`src/rtl/spi_reg_peripheral_pkg.sv`:
```
// rtl/spi_reg_peripheral_pkg.sv - shared constants for the SPI register peripheral
//
// Package spi_reg_pkg: register addresses, frame length and the bit
// positions of the R/W, address and data fields within a received frame.
package spi_reg_pkg;

    localparam int FRAME_BITS = 16;

    localparam int ADDR_W = 7;
    localparam int DATA_W = 8;

    // Frame layout, MSB first on the wire: {rw, addr[6:0], data[7:0]}
    localparam int RW_BIT   = 15;
    localparam int ADDR_MSB = 14;
    localparam int ADDR_LSB = 8;
    localparam int DATA_MSB = 7;
    localparam int DATA_LSB = 0;

    localparam logic [ADDR_W-1:0] ADDR_EN_OUT_LO = 7'h00;
    localparam logic [ADDR_W-1:0] ADDR_EN_OUT_HI = 7'h01;
    localparam logic [ADDR_W-1:0] ADDR_EN_PWM_LO = 7'h02;
    localparam logic [ADDR_W-1:0] ADDR_EN_PWM_HI = 7'h03;
    localparam logic [ADDR_W-1:0] ADDR_DUTY      = 7'h04;

endpackage

```
`src/rtl/spi_reg_peripheral_if.sv`:
```
// rtl/spi_reg_peripheral_if.sv - SPI pin bundle between controller and register peripheral
//
// Signals: sclk (SPI clock), copi (controller-out data), ncs (active-low select).
// master drives all three pins; slave only observes them.
interface spi_reg_peripheral_if;

    logic sclk;
    logic copi;
    logic ncs;

    modport master (output sclk, output copi, output ncs);
    modport slave  (input  sclk, input  copi, input  ncs);

endinterface

```
`src/rtl/spi_reg_peripheral_sync_edge_det.sv`:
```
// rtl/spi_reg_peripheral_sync_edge_det.sv - multi-flop synchroniser with edge detection
//
// Ports:
//   clk, rst_n : system clock, asynchronous active-low reset
//   din        : asynchronous input
//   dout       : synchronised copy of din (STAGES flops deep)
//   rise, fall : one-clk pulses on synchronised rising / falling edges
// IDLE sets the reset value of every flop, so no false edge appears at reset release.
module sync_edge_det #(
    parameter int   STAGES = 2,
    parameter logic IDLE   = 1'b0
) (
    input  logic clk,
    input  logic rst_n,
    input  logic din,
    output logic dout,
    output logic rise,
    output logic fall
);

    logic [STAGES-1:0] sync_q;
    logic              hist_q;

    always_ff @(posedge clk or negedge rst_n) begin
        if (!rst_n) begin
            sync_q <= {STAGES{IDLE}};
            hist_q <= IDLE;
        end else begin
            sync_q <= {sync_q[STAGES-2:0], din};
            hist_q <= sync_q[STAGES-1];
        end
    end

    assign dout = sync_q[STAGES-1];
    assign rise = dout & ~hist_q;
    assign fall = ~dout & hist_q;

endmodule

```
`src/rtl/spi_reg_peripheral.sv`:
```
// rtl/spi_reg_peripheral.sv - SPI mode-0 write-only slave holding five PWM control registers
//
// Ports:
//   clk, rst_n        : system clock (>= 8x sclk), asynchronous active-low reset
//   spi (slave)       : sclk / copi / ncs pins, asynchronous to clk
//   en_reg_out_7_0    : register 0x00
//   en_reg_out_15_8   : register 0x01
//   en_reg_pwm_7_0    : register 0x02
//   en_reg_pwm_15_8   : register 0x03
//   pwm_duty_cycle    : register 0x04
//   wr_strobe         : one-clk pulse in the cycle a register is updated
module spi_reg_peripheral #(
    parameter int SYNC_STAGES = 2,
    parameter int FRAME_BITS  = spi_reg_pkg::FRAME_BITS,
    parameter int MAX_ADDR    = 4
) (
    input  logic                      clk,
    input  logic                      rst_n,
    spi_reg_peripheral_if.slave       spi,
    output logic [7:0]                en_reg_out_7_0,
    output logic [7:0]                en_reg_out_15_8,
    output logic [7:0]                en_reg_pwm_7_0,
    output logic [7:0]                en_reg_pwm_15_8,
    output logic [7:0]                pwm_duty_cycle,
    output logic                      wr_strobe
);

    import spi_reg_pkg::*;

    // Counter must reach FRAME_BITS+1 so an over-long frame stays distinguishable.
    localparam int CNT_W = $clog2(FRAME_BITS + 2);
    localparam logic [CNT_W-1:0] CNT_FULL = CNT_W'(FRAME_BITS);
    localparam logic [CNT_W-1:0] CNT_SAT  = CNT_W'(FRAME_BITS + 1);

    logic sclk_s, sclk_rise, sclk_fall;
    logic copi_s, copi_rise, copi_fall;
    logic ncs_s,  ncs_rise,  ncs_fall;

    sync_edge_det #(.STAGES(SYNC_STAGES), .IDLE(1'b0)) u_sync_sclk (
        .clk(clk), .rst_n(rst_n), .din(spi.sclk),
        .dout(sclk_s), .rise(sclk_rise), .fall(sclk_fall)
    );

    sync_edge_det #(.STAGES(SYNC_STAGES), .IDLE(1'b0)) u_sync_copi (
        .clk(clk), .rst_n(rst_n), .din(spi.copi),
        .dout(copi_s), .rise(copi_rise), .fall(copi_fall)
    );

    sync_edge_det #(.STAGES(SYNC_STAGES), .IDLE(1'b1)) u_sync_ncs (
        .clk(clk), .rst_n(rst_n), .din(spi.ncs),
        .dout(ncs_s), .rise(ncs_rise), .fall(ncs_fall)
    );

    // Mode 0 only samples on rising sclk; the remaining edge outputs are not needed.
    logic unused_edges;
    assign unused_edges = &{1'b0, sclk_s, sclk_fall, copi_rise, copi_fall};

    logic [FRAME_BITS-1:0] shift_q;
    logic [CNT_W-1:0]      cnt_q;
    logic                  ovf_q;

    logic [ADDR_W-1:0] frame_addr;
    logic [DATA_W-1:0] frame_data;
    logic              commit;

    assign frame_addr = shift_q[ADDR_MSB:ADDR_LSB];
    assign frame_data = shift_q[DATA_MSB:DATA_LSB];

    // Only an exact-length write to an implemented address is accepted.
    assign commit = ncs_rise
                  && (cnt_q == CNT_FULL)
                  && !ovf_q
                  && shift_q[RW_BIT]
                  && (frame_addr <= ADDR_W'(MAX_ADDR));

    always_ff @(posedge clk or negedge rst_n) begin
        if (!rst_n) begin
            shift_q <= '0;
            cnt_q   <= '0;
            ovf_q   <= 1'b0;
        end else if (ncs_fall) begin
            shift_q <= '0;
            cnt_q   <= '0;
            ovf_q   <= 1'b0;
        end else if (!ncs_s && sclk_rise) begin
            // Gated by the synchronised select, so a bit coinciding with
            // ncs_rise is dropped and idle-bus sclk activity is ignored.
            shift_q <= {shift_q[FRAME_BITS-2:0], copi_s};
            if (cnt_q >= CNT_FULL) begin
                ovf_q <= 1'b1;
            end
            if (cnt_q != CNT_SAT) begin
                cnt_q <= cnt_q + 1'b1;
            end
        end
    end

    always_ff @(posedge clk or negedge rst_n) begin
        if (!rst_n) begin
            en_reg_out_7_0  <= 8'h00;
            en_reg_out_15_8 <= 8'h00;
            en_reg_pwm_7_0  <= 8'h00;
            en_reg_pwm_15_8 <= 8'h00;
            pwm_duty_cycle  <= 8'h00;
            wr_strobe       <= 1'b0;
        end else begin
            wr_strobe <= commit;
            if (commit) begin
                case (frame_addr)
                    ADDR_EN_OUT_LO: en_reg_out_7_0  <= frame_data;
                    ADDR_EN_OUT_HI: en_reg_out_15_8 <= frame_data;
                    ADDR_EN_PWM_LO: en_reg_pwm_7_0  <= frame_data;
                    ADDR_EN_PWM_HI: en_reg_pwm_15_8 <= frame_data;
                    ADDR_DUTY:      pwm_duty_cycle  <= frame_data;
                    default: ;
                endcase
            end
        end
    end

endmodule

```
`src/flat_wrapper.sv`:
```
// flat-port wrapper written by rule: the top's interface ports become plain ports
module spi_reg_peripheral_flat import spi_reg_pkg::*;
#(
    parameter int SYNC_STAGES = 2,
    parameter int FRAME_BITS  = spi_reg_pkg::FRAME_BITS,
    parameter int MAX_ADDR    = 4
)
  (clk, rst_n, en_reg_out_7_0, en_reg_out_15_8, en_reg_pwm_7_0, en_reg_pwm_15_8, pwm_duty_cycle, wr_strobe, spi_sclk, spi_copi, spi_ncs);
  spi_reg_peripheral_if spi_i ();
  input  logic clk;
  input  logic rst_n;
  output logic [7:0] en_reg_out_7_0;
  output logic [7:0] en_reg_out_15_8;
  output logic [7:0] en_reg_pwm_7_0;
  output logic [7:0] en_reg_pwm_15_8;
  output logic [7:0] pwm_duty_cycle;
  output logic wr_strobe;
  input wire logic [$bits(spi_i.sclk)-1:0] spi_sclk;
  input wire logic [$bits(spi_i.copi)-1:0] spi_copi;
  input wire logic [$bits(spi_i.ncs)-1:0] spi_ncs;
  assign spi_i.sclk = spi_sclk;
  assign spi_i.copi = spi_copi;
  assign spi_i.ncs = spi_ncs;
  spi_reg_peripheral #(.SYNC_STAGES(SYNC_STAGES), .FRAME_BITS(FRAME_BITS), .MAX_ADDR(MAX_ADDR)) u_core (.clk(clk), .rst_n(rst_n), .spi(spi_i), .en_reg_out_7_0(en_reg_out_7_0), .en_reg_out_15_8(en_reg_out_15_8), .en_reg_pwm_7_0(en_reg_pwm_7_0), .en_reg_pwm_15_8(en_reg_pwm_15_8), .pwm_duty_cycle(pwm_duty_cycle), .wr_strobe(wr_strobe));
endmodule
```
`config.mk`:
```
export PLATFORM = sky130hd
export DESIGN_NAME = spi_reg_peripheral_flat
export DESIGN_NICKNAME = d
export VERILOG_FILES = /design/src/rtl/spi_reg_peripheral_pkg.sv /design/src/rtl/spi_reg_peripheral_if.sv /design/src/rtl/spi_reg_peripheral_sync_edge_det.sv /design/src/rtl/spi_reg_peripheral.sv /design/src/flat_wrapper.sv
export SDC_FILE = /design/constraint.sdc
export NUM_CORES = 1
export LEC_CHECK = 0
export BUFFER_PORTS_ARGS = -buffer_cell sky130_fd_sc_hd__buf_2
export CORE_UTILIZATION = 50
export DETAILED_ROUTE_END_ITERATION = 8
export MAX_ROUTING_LAYER = met4
export PLACE_DENSITY = 0.79
export SYNTH_ARGS = -nofsm -noshare
export SYNTH_HDL_FRONTEND = slang
export SYNTH_HIERARCHICAL = 1
export SYNTH_SLANG_ARGS = --single-unit
```
`constraint.sdc`:
```
create_clock -name clk -period 1.6 [get_ports clk]
set_input_delay 0.24 -clock clk [delete_from_list [all_inputs] [get_ports clk]]
set_output_delay 0.24 -clock clk [all_outputs]
set_load 0.1 [all_outputs]
```
Yosys cells after proc, flatten, opt, wreduce, memory -nomap -nowiden
Index checks and enable logic that the tools add are counted.
Widths: inputs -> output; s select.
{"block": "totals", "register_bits": 71, "inputBits": 5, "output_inout_bits": 41, "elab_cells": 55}
{"block": "op_classes", "eq_ne": 6, "addsub": 1, "mux": 8, "n_reduce_logical": 18, "bitwise": 6, "order_cmp": 2}
{"operator": "$mux 16", "count": 2}
{"operator": "$mux 5", "count": 3}
{"operator": "$eq 7x2->1 const B", "count": 2}
{"operator": "$reduce_and 2->1", "count": 7}
{"operator": "$eq 7x1->1 const B", "count": 1}
{"operator": "$eq 7x3->1 const B", "count": 1}
{"operator": "$le 7x3->1 const B", "count": 1}
{"operator": "$logic_not 7->1", "count": 1}
{"operator": "$reduce_bool 2->1", "count": 3}
{"operator": "$add 5x1->5 const B", "count": 1}
{"operator": "$eq 5x5->1 const B", "count": 1}
{"operator": "$ge 5x5->1 const B", "count": 1}
{"operator": "$logic_and 1x1->1", "count": 5}
{"operator": "$ne 5x5->1 const B", "count": 1}
{"operator": "$and 1x1->1", "count": 3}
{"operator": "$mux 1", "count": 3}
{"operator": "$not 1->1", "count": 3}
{"operator": "$logic_not 1->1", "count": 2}

Logic depth before layout (Yosys ltp)
Gate-level depths: netlist of run 1.
{"block": "logic_depth", "depth_word": 7, "ltp_mapped": 6, "depth_no_buf": 5}

Cells and area by module
Netlist of run 1, hierarchy kept.
{"mod": "spi_reg_peripheral", "n_inst": 1, "cells_each": 170, "area_each_um2": 2568.7}
{"mod": "sync_edge_det at u_core.u_sync_copi ...", "n_inst": 2, "cells_each": 5, "area_each_um2": 90.1}
{"mod": "sync_edge_det at u_core.u_sync_ncs", "n_inst": 1, "cells_each": 5, "area_each_um2": 93.8}

Worst setup path before layout of run 1
OpenSTA, ideal clock, no wires.
{"block": "synth_timing", "kind": "reg-to-reg", "startpoint": "reg u_core.u_sync_ncs.sync_q[1]", "endpoint": "reg u_core.pwm_duty_cycle[0]", "stages_incl_launch_ff": 5, "setup_ns": 0.126, "t_arrival_ns": 1.607, "period_less_slack_ns": 1.732, "required_ns": 1.474, "path_buffers": 0, "slack_ns": -0.132, "path_cell_list": "dfstp_2 > nor2b_1 > nor4bb_1 > nand4_2 > mux2_2"}
{"block": "synth_via", "elab_chain_cells": 6}
{"element": "start: declaration", "line": "spi_reg_peripheral_sync_edge_det.sv:21", "text": "logic [STAGES-1:0] sync_q;"}
{"element": "start signal: assignment", "line": "spi_reg_peripheral_sync_edge_det.sv:26", "text": "sync_q <= {STAGES{IDLE}};"}
{"element": "start signal: assignment", "line": "spi_reg_peripheral_sync_edge_det.sv:29", "text": "sync_q <= {sync_q[STAGES-2:0], din};"}
{"element": "$and 1x1->1", "line": "spi_reg_peripheral_sync_edge_det.sv:35", "text": "assign rise = dout & ~hist_q;"}
{"element": "named net u_core.ncs_rise", "line": "spi_reg_peripheral.sv:37", "text": "logic ncs_s, ncs_rise, ncs_fall;"}
{"element": "$logic_and 1x1->1", "line": "spi_reg_peripheral.sv:71", "text": "&& (cnt_q == CNT_FULL)"}
{"element": "$logic_and 1x1->1", "line": "spi_reg_peripheral.sv:72", "text": "&& !ovf_q"}
{"element": "$logic_and 1x1->1", "line": "spi_reg_peripheral.sv:73", "text": "&& shift_q[RW_BIT]"}
{"element": "$logic_and 1x1->1", "line": "spi_reg_peripheral.sv:74", "text": "&& (frame_addr <= ADDR_W'(MAX_ADDR));"}
{"element": "$reduce_and 2->1 (no source line)"}
{"element": "end signal: assignment", "line": "spi_reg_peripheral.sv:114", "text": "ADDR_DUTY: pwm_duty_cycle <= frame_data;"}
{"element": "end: declaration", "line": "spi_reg_peripheral.sv:24", "text": "output logic [7:0] pwm_duty_cycle,"}
The timed path passes the listed nets, and every way through them passes these cells.
A chain may end at the register's enable or synchronous reset.

Worst setup path after layout of run 1
{"block": "layout_timing", "startpoint": "reg u_core.u_sync_ncs.sync_q[1]", "endpoint": "reg u_core.en_reg_out_15_8[0]"}
{"block": "layout_via", "elab_chain_cells": 6}
{"element": "$and 1x1->1", "line": "spi_reg_peripheral_sync_edge_det.sv:35"}
{"element": "named net u_core.ncs_rise", "line": "spi_reg_peripheral.sv:37"}
{"element": "$logic_and 1x1->1", "line": "spi_reg_peripheral.sv:71"}
{"element": "$logic_and 1x1->1", "line": "spi_reg_peripheral.sv:72"}
{"element": "$logic_and 1x1->1", "line": "spi_reg_peripheral.sv:73"}
{"element": "$logic_and 1x1->1", "line": "spi_reg_peripheral.sv:74"}
{"element": "$reduce_and 2->1 (no source line)"}
{"element": "end signal: assignment", "line": "spi_reg_peripheral.sv:111", "text": "ADDR_EN_OUT_HI: en_reg_out_15_8 <= frame_data;"}
{"element": "end: declaration", "line": "spi_reg_peripheral.sv:21", "text": "output logic [7:0] en_reg_out_15_8,"}
The timed path passes the listed nets, and every way through them passes these cells.

==> results of run 1 <==
-- layout make-up --
class / count / area [um2]
sequential: 71 / 1780
fill: 348 / 1573
multi-input combinational: 101 / 1086
timing repair buffer: 71 / 478.0
clock buffer: 10 / 127.6
tap: 70 / 87.58
clock inverter: 6 / 86.33
inverter: 5 / 18.77
-- report_power, final --
group	switching [mW]	leakage [nW]	internal [mW]
combinational	0.0963	0.883	0.0727
clock	0.647	0.106	0.875
sequential	0.0146	0.969	1.82
total	0.757	1.96	2.76
-- layer usage --
metal	routed length (um)	vias up	GRT usage [%]
met3	290	8	4.524
met4	80	0	10.38
met5	0	-	-
li1	-	833	-
met2	2905	58	35.36
met1	2620	932	28.64
-- sequential cells by signal, indices dropped and copies added, names as in the netlist, 2 cells and up --
name / count
u_core/u_sync_sclk/sync_q: 2
u_core/u_sync_copi/sync_q: 2
u_core/en_reg_out_7_0: 8
u_core/u_sync_ncs/sync_q: 2
u_core/en_reg_out_15_8: 8
u_core/pwm_duty_cycle: 8
u_core/en_reg_pwm_7_0: 8
u_core/en_reg_pwm_15_8: 8
u_core/shift_q: 16
u_core/cnt_q: 5
-- worst max-delay path: cells and delay by family, from the launching register on --
family	cells	cell delay [ps]
buffers and inverters	1	110
DFF	1	530
muxes	1	350
and+or+nand+nor	3	610
-- timing repair --
action	4_1_cts	5_1_grt
setup endpoints to repair	40	56
hold endpoints to repair	71	0
pin swaps	3	2
hold buffers	4	0
setup buffers	1	2
resized for setup	2	18
-- final timing paths --
| check | from | endpoint | slack [ps] | cells after the start |
|---|---|---|---|---|
| worst max-delay path | u_core/u_sync_ncs/sync_q[1]$_DFF_PN1_ | u_core/en_reg_out_15_8[0]$_DFFE_PN0P_ | -120 | 5 |
| worst min-delay path | u_core/u_sync_sclk/sync_q[0]$_DFF_PN0_ | u_core/u_sync_sclk/sync_q[1]$_DFF_PN0_ | 350 | 0 |
| max in group asynchronous | rst_n | u_core/u_sync_ncs/hist_q$_DFF_PN1_ | 830 | 3 |
| worst min register to register | u_core/u_sync_sclk/sync_q[0]$_DFF_PN0_ | u_core/u_sync_sclk/sync_q[1]$_DFF_PN0_ | 350 | 0 |
| worst max register to register | u_core/u_sync_ncs/sync_q[1]$_DFF_PN1_ | u_core/en_reg_out_15_8[0]$_DFFE_PN0P_ | -120 | 5 |
| min in group asynchronous | rst_n | u_core/cnt_q[1]$_DFFE_PN0P_ | 460 | 3 |
==> flow_summary.yaml, run 1 <==
status:
  status: "finished with violations"
  failed_checks: "setup timing"
floorplan:
  coreArea_um2: 5238
  rows: 26
  die-height_um: 76.75
  pin_count: 46
  die_area_um2: 5891
  start_util_pct: 53.34
  die_w_um: 76.75
routing:
  wirelength_mm: 5.898
  viasPerCell: 5.482
  drc: 0
  drtPass1Iterations: 4
  vias: 1831
  ant_nets: 0
  route.detailed.wl_per_inst_um: 17.66
  drt_iter0_markers: 112
placed_design:
  gp_congestion: 0.8345
  io_buffers: 45
  dp_cells: 311
  dpl_worst_slack_ps: -109.5
  hpwl_mm: 3.836
  placedInstanceArea_um2: 3308
yosys:
  ys_warn_count: 6
  syn_inst: 181
  syn-mean-instance-area_um2: 15.44
  syn_area_um2: 2794
  synth_fp_nets: 189
sta:
  hold_violations: 0
  slew_headroom_pct: 67.30
  fmaxAchievable_mhz: 581.6
  grt_setup_unrepaired: "yes"
  holdWs_ps: 351.0
  maxSlewViolCount: 0
  finClkSkew_ps: 11.11
  worst_slack_ps: -119.5
  fin_setup_tns_ps: -2575
  finalSetupViolations: 40
  max_slew.worst_pin.slew_ps: 493.9
  period_minus_slack_ps: 1720
  period_share_pct: 107.5
setup_path:
  startpoint_type: "register"
  cp_data_arrival_time_ps: 1950
  critical_path_class: "reg2reg"
  required_ps: 1830
  path_max_fanout: 8
  slowest_stage: "dfstp_2"
  cp-end-kind: "register"
  worstPathCellList: "nor2b_4, and4bb_4, buf_6, nand4_4, mux2_4"
  max_stage_delay_ps: 530
global_routing:
  grt_usage_pct: 22.67
  antenna_found_initial: 0
  grt_overflow: 0
  grt_pass1_wl_mm: 9.791
  grt_pass1_vias: 1929
  grt_max_degree: 72
cells_and_area:
  layout_commonest_cell: "dfrtp_1"
  design_area_um2: 3665
  antenna_cells: 0
  area_delta_synth_final_pct: 31.17
  nets: 267
  utilization_pct: 69.97
  final_cells: 334
  drive_above_1_share_pct: 56.06
  final_cell_mix: "68 x dfrtp_1, 45 x buf_2, 37 x mux2_2"
clock_network:
  cts.sink_count: 71
  htreeDepth: 3
  cts_buffer_depth: 2
  tritoncts: "done"
  numCtsBuffers: 9
  path_clk_slew_ps: 70
  insertion_delay_ps: 350
  cts_root_buf: "clkbuf_8"
power:
  vdd.ir_drop.worst_mv: 0.6826
  leakage_nw: 1.957
  p_total_mw: 3.521
  power_density_nw_per_um2: 960.7
worst_hold_path:
  hp-class: "reg2reg"
flow_run:
  cap_violations: 0
Power figures use the tool's default switching activity.
==> run 2: changes to the inputs <==
Settings changed: CAP_MARGIN set to 40, PLACE_DENSITY 0.79 to 0.74.
==> run 2 against run 1 <==
  * The run still ends with setup timing left
  * Flip-flop and latch count unchanged
  * Combinational power fell by 5%
  * Clock-buffer cell count up 3
  * Critical endpoint is now u_core/en_reg_pwm_15_8[0]$_DFFE_PN0P_
  * Non-clock buffer count is 1 lower
  * Routed wire length fell by 4.0%
  * Total power down 4.1%
  * Global-route usage fell by 0.41 points
  * Clock power fell by 9%
  * Sequential power hardly changed
  * Final cell count down 0.30%
==> flow_summary.yaml, run 2 (synthesized netlist as in run 1, its figures left out) <==
floorplan:
  coreArea_um2: 5238
  die_area_um2: 5891
  start_util_pct: 53.34
  pin_count: 46
  rows: 26
  die_w_um: 76.75
  die-height_um: 76.75
global_routing:
  grt_pass1_wl_mm: 9.466
  grt_usage_pct: 22.26
  grt_max_degree: 72
  grt_overflow: 0
  antenna_found_initial: 0
  grt_pass1_vias: 1903
power:
  swShare_pct: 21.62
  power_density_nw_per_um2: 937.8
  vdd.ir_drop.worst_mv: 0.6681
  leakage_nw: 1.907
  p_clk_share_pct: 41.1
  p_sw_mw: 0.7301
  p_seq_share_pct: 54.2
  power_frac_comb_pct: 4.7
  power.internal_mw: 2.647
sta:
  hold_violations: 0
  max_slew.worst_pin.slew_ps: 497.0
  slew_headroom_pct: 67.09
  period_share_pct: 105.6
  worst_slack_ps: -90.38
  finClkSkew_ps: 5.423
  period_minus_slack_ps: 1690
  maxSlewViolCount: 0
  grt_setup_unrepaired: "yes"
  fmaxAchievable_mhz: 591.6
  finalSetupViolations: 40
cells_and_area:
  area_delta_synth_final_pct: 28.88
  fill_cells: 376
  top_register: "u_core/shift_q"
  layout_commonest_cell: "dfrtp_1"
  final_cell_mix: "66 x dfrtp_1, 45 x buf_2, 39 x mux2_2"
  utilization_pct: 68.75
  antenna_cells: 0
  nets: 266
  drive_above_1_share_pct: 53.99
  largest_reg_flops: 16
routing:
  ant_nets: 0
  drt_iter0_markers: 99
  drc: 0
  vias: 1811
  drtPass1Iterations: 5
  wirelength_mm: 5.665
  route.detailed.wl_per_inst_um: 17.01
  viasPerCell: 5.438
setup_path:
  path_max_fanout: 8
  cp-end-kind: "register"
  worstPathCellList: "nor2b_4, and4bb_4, nand4_4, mux2_4"
  cp_data_arrival_time_ps: 1910
  required_ps: 1820
  startpoint_type: "register"
  critical_path_class: "reg2reg"
  slowest_stage: "dfstp_2"
  max_stage_delay_ps: 540
clock_network:
  htreeDepth: 3
  path_clk_slew_ps: 70
  cts_root_buf: "clkbuf_8"
  cts_buffer_depth: 2
  insertion_delay_ps: 340
  tritoncts: "done"
  numCtsBuffers: 9
  cts.sink_count: 71
placed_design:
  dpl_worst_slack_ps: -80.06
  io_buffers: 45
  gp_congestion: 0.8023
  hpwl_mm: 3.755
status:
  status: "finished with violations"
  failed_checks: "setup timing"
flow_run:
  cap_violations: 0
worst_hold_path:
  hp-class: "reg2reg"
-- run 2: cell types whose count changed in the layout (fill, tap and decap cells not counted), sizes merged --
cell and change:
clkbuf +3, clkinv -2, buf -1, bufinv -1
-- run 2: power groups by stage --
stage	sequential [mW]	combinational (mW)	clock, mW
finish	1.83	0.160	1.39
CTS	1.83	0.155	1.41
floorplan	1.86	0.0605	0
detailed placement	1.86	0.141	0
global placement	1.86	0.139	0
global route	1.83	0.177	1.49
-- run 2: critical path, delay by kind of cell, from the launching register on --
kind / cells / cell delay, ps
muxes: 1 / 350
DFF: 1 / 540
and+or+nand+nor: 3 / 690
-- run 2: area by class of cell --
class | count | area, um2 | area share, %
flip-flops and latches | 71 | 1783 | 49.51
inverters | 5 | 18.77 | 0.5212
well taps | 70 | 87.58 | 2.432
repair buffers | 70 | 470.5 | 13.06
clock buffers | 13 | 148.9 | 4.135
clock inverters | 3 | 42.54 | 1.181
multi-input cells | 101 | 1050 | 29.15
-- run 2: final timing paths --
| kind | slack [ps] | to | cells after the start | startpoint |
|---|---|---|---|---|
| worst max-delay path | -90 | u_core/en_reg_pwm_15_8[0]$_DFFE_PN0P_ | 4 | u_core/u_sync_ncs/sync_q[1]$_DFF_PN1_ |
| worst min-delay path | 350 | u_core/u_sync_copi/sync_q[1]$_DFF_PN0_ | 0 | u_core/u_sync_copi/sync_q[0]$_DFF_PN0_ |
| worst max register to register | -90 | u_core/en_reg_pwm_15_8[0]$_DFFE_PN0P_ | 4 | u_core/u_sync_ncs/sync_q[1]$_DFF_PN1_ |
| worst min register to register | 350 | u_core/u_sync_copi/sync_q[1]$_DFF_PN0_ | 0 | u_core/u_sync_copi/sync_q[0]$_DFF_PN0_ |
| max in group asynchronous | 820 | u_core/u_sync_ncs/sync_q[0]$_DFF_PN1_ | 3 | rst_n |
| min in group asynchronous | 460 | u_core/cnt_q[3]$_DFFE_PN0P_ | 3 | rst_n |
-- run 2: through the flow --
step | instance area, um2 | TNS (ps) | hold WS, ps | power (mW) | instances
finish | 3601 | -1745 | 350.0 | 3.377 | 333
floorplan | 2848 | 0 | -55.59 | 1.924 | 181
detailed placement | 3308 | -2319 | 290.0 | 2.005 | 311
CTS | 3573 | -2114 | 352.6 | 3.398 | 332
global placement | 3308 | -1456 | 294.8 | 2.002 | 311
global route | 3601 | -4339 | 355.2 | 3.494 | 333
-- run 2: routing by layer --
| metal | GRT usage [%] | routed length (um) | up-vias |
|---|---|---|---|
| li1 | - | - | 834 |
| met1 | 28.80 | 2658 | 924 |
| met2 | 33.13 | 2686 | 46 |
| met3 | 6.786 | 251 | 7 |
| met4 | 8.269 | 68 | 0 |
| met5 | - | 0 | - |
-- run 2: what timing repair did --
item / 4_1_cts / 5_1_grt
resized for setup: 8 / 6
endpoints found under the setup margin: 57 / 53
setup buffers: 1 / 1
pin swaps: 2 / 2
hold endpoints to repair: 71 / 0
hold buffers: 4 / 0
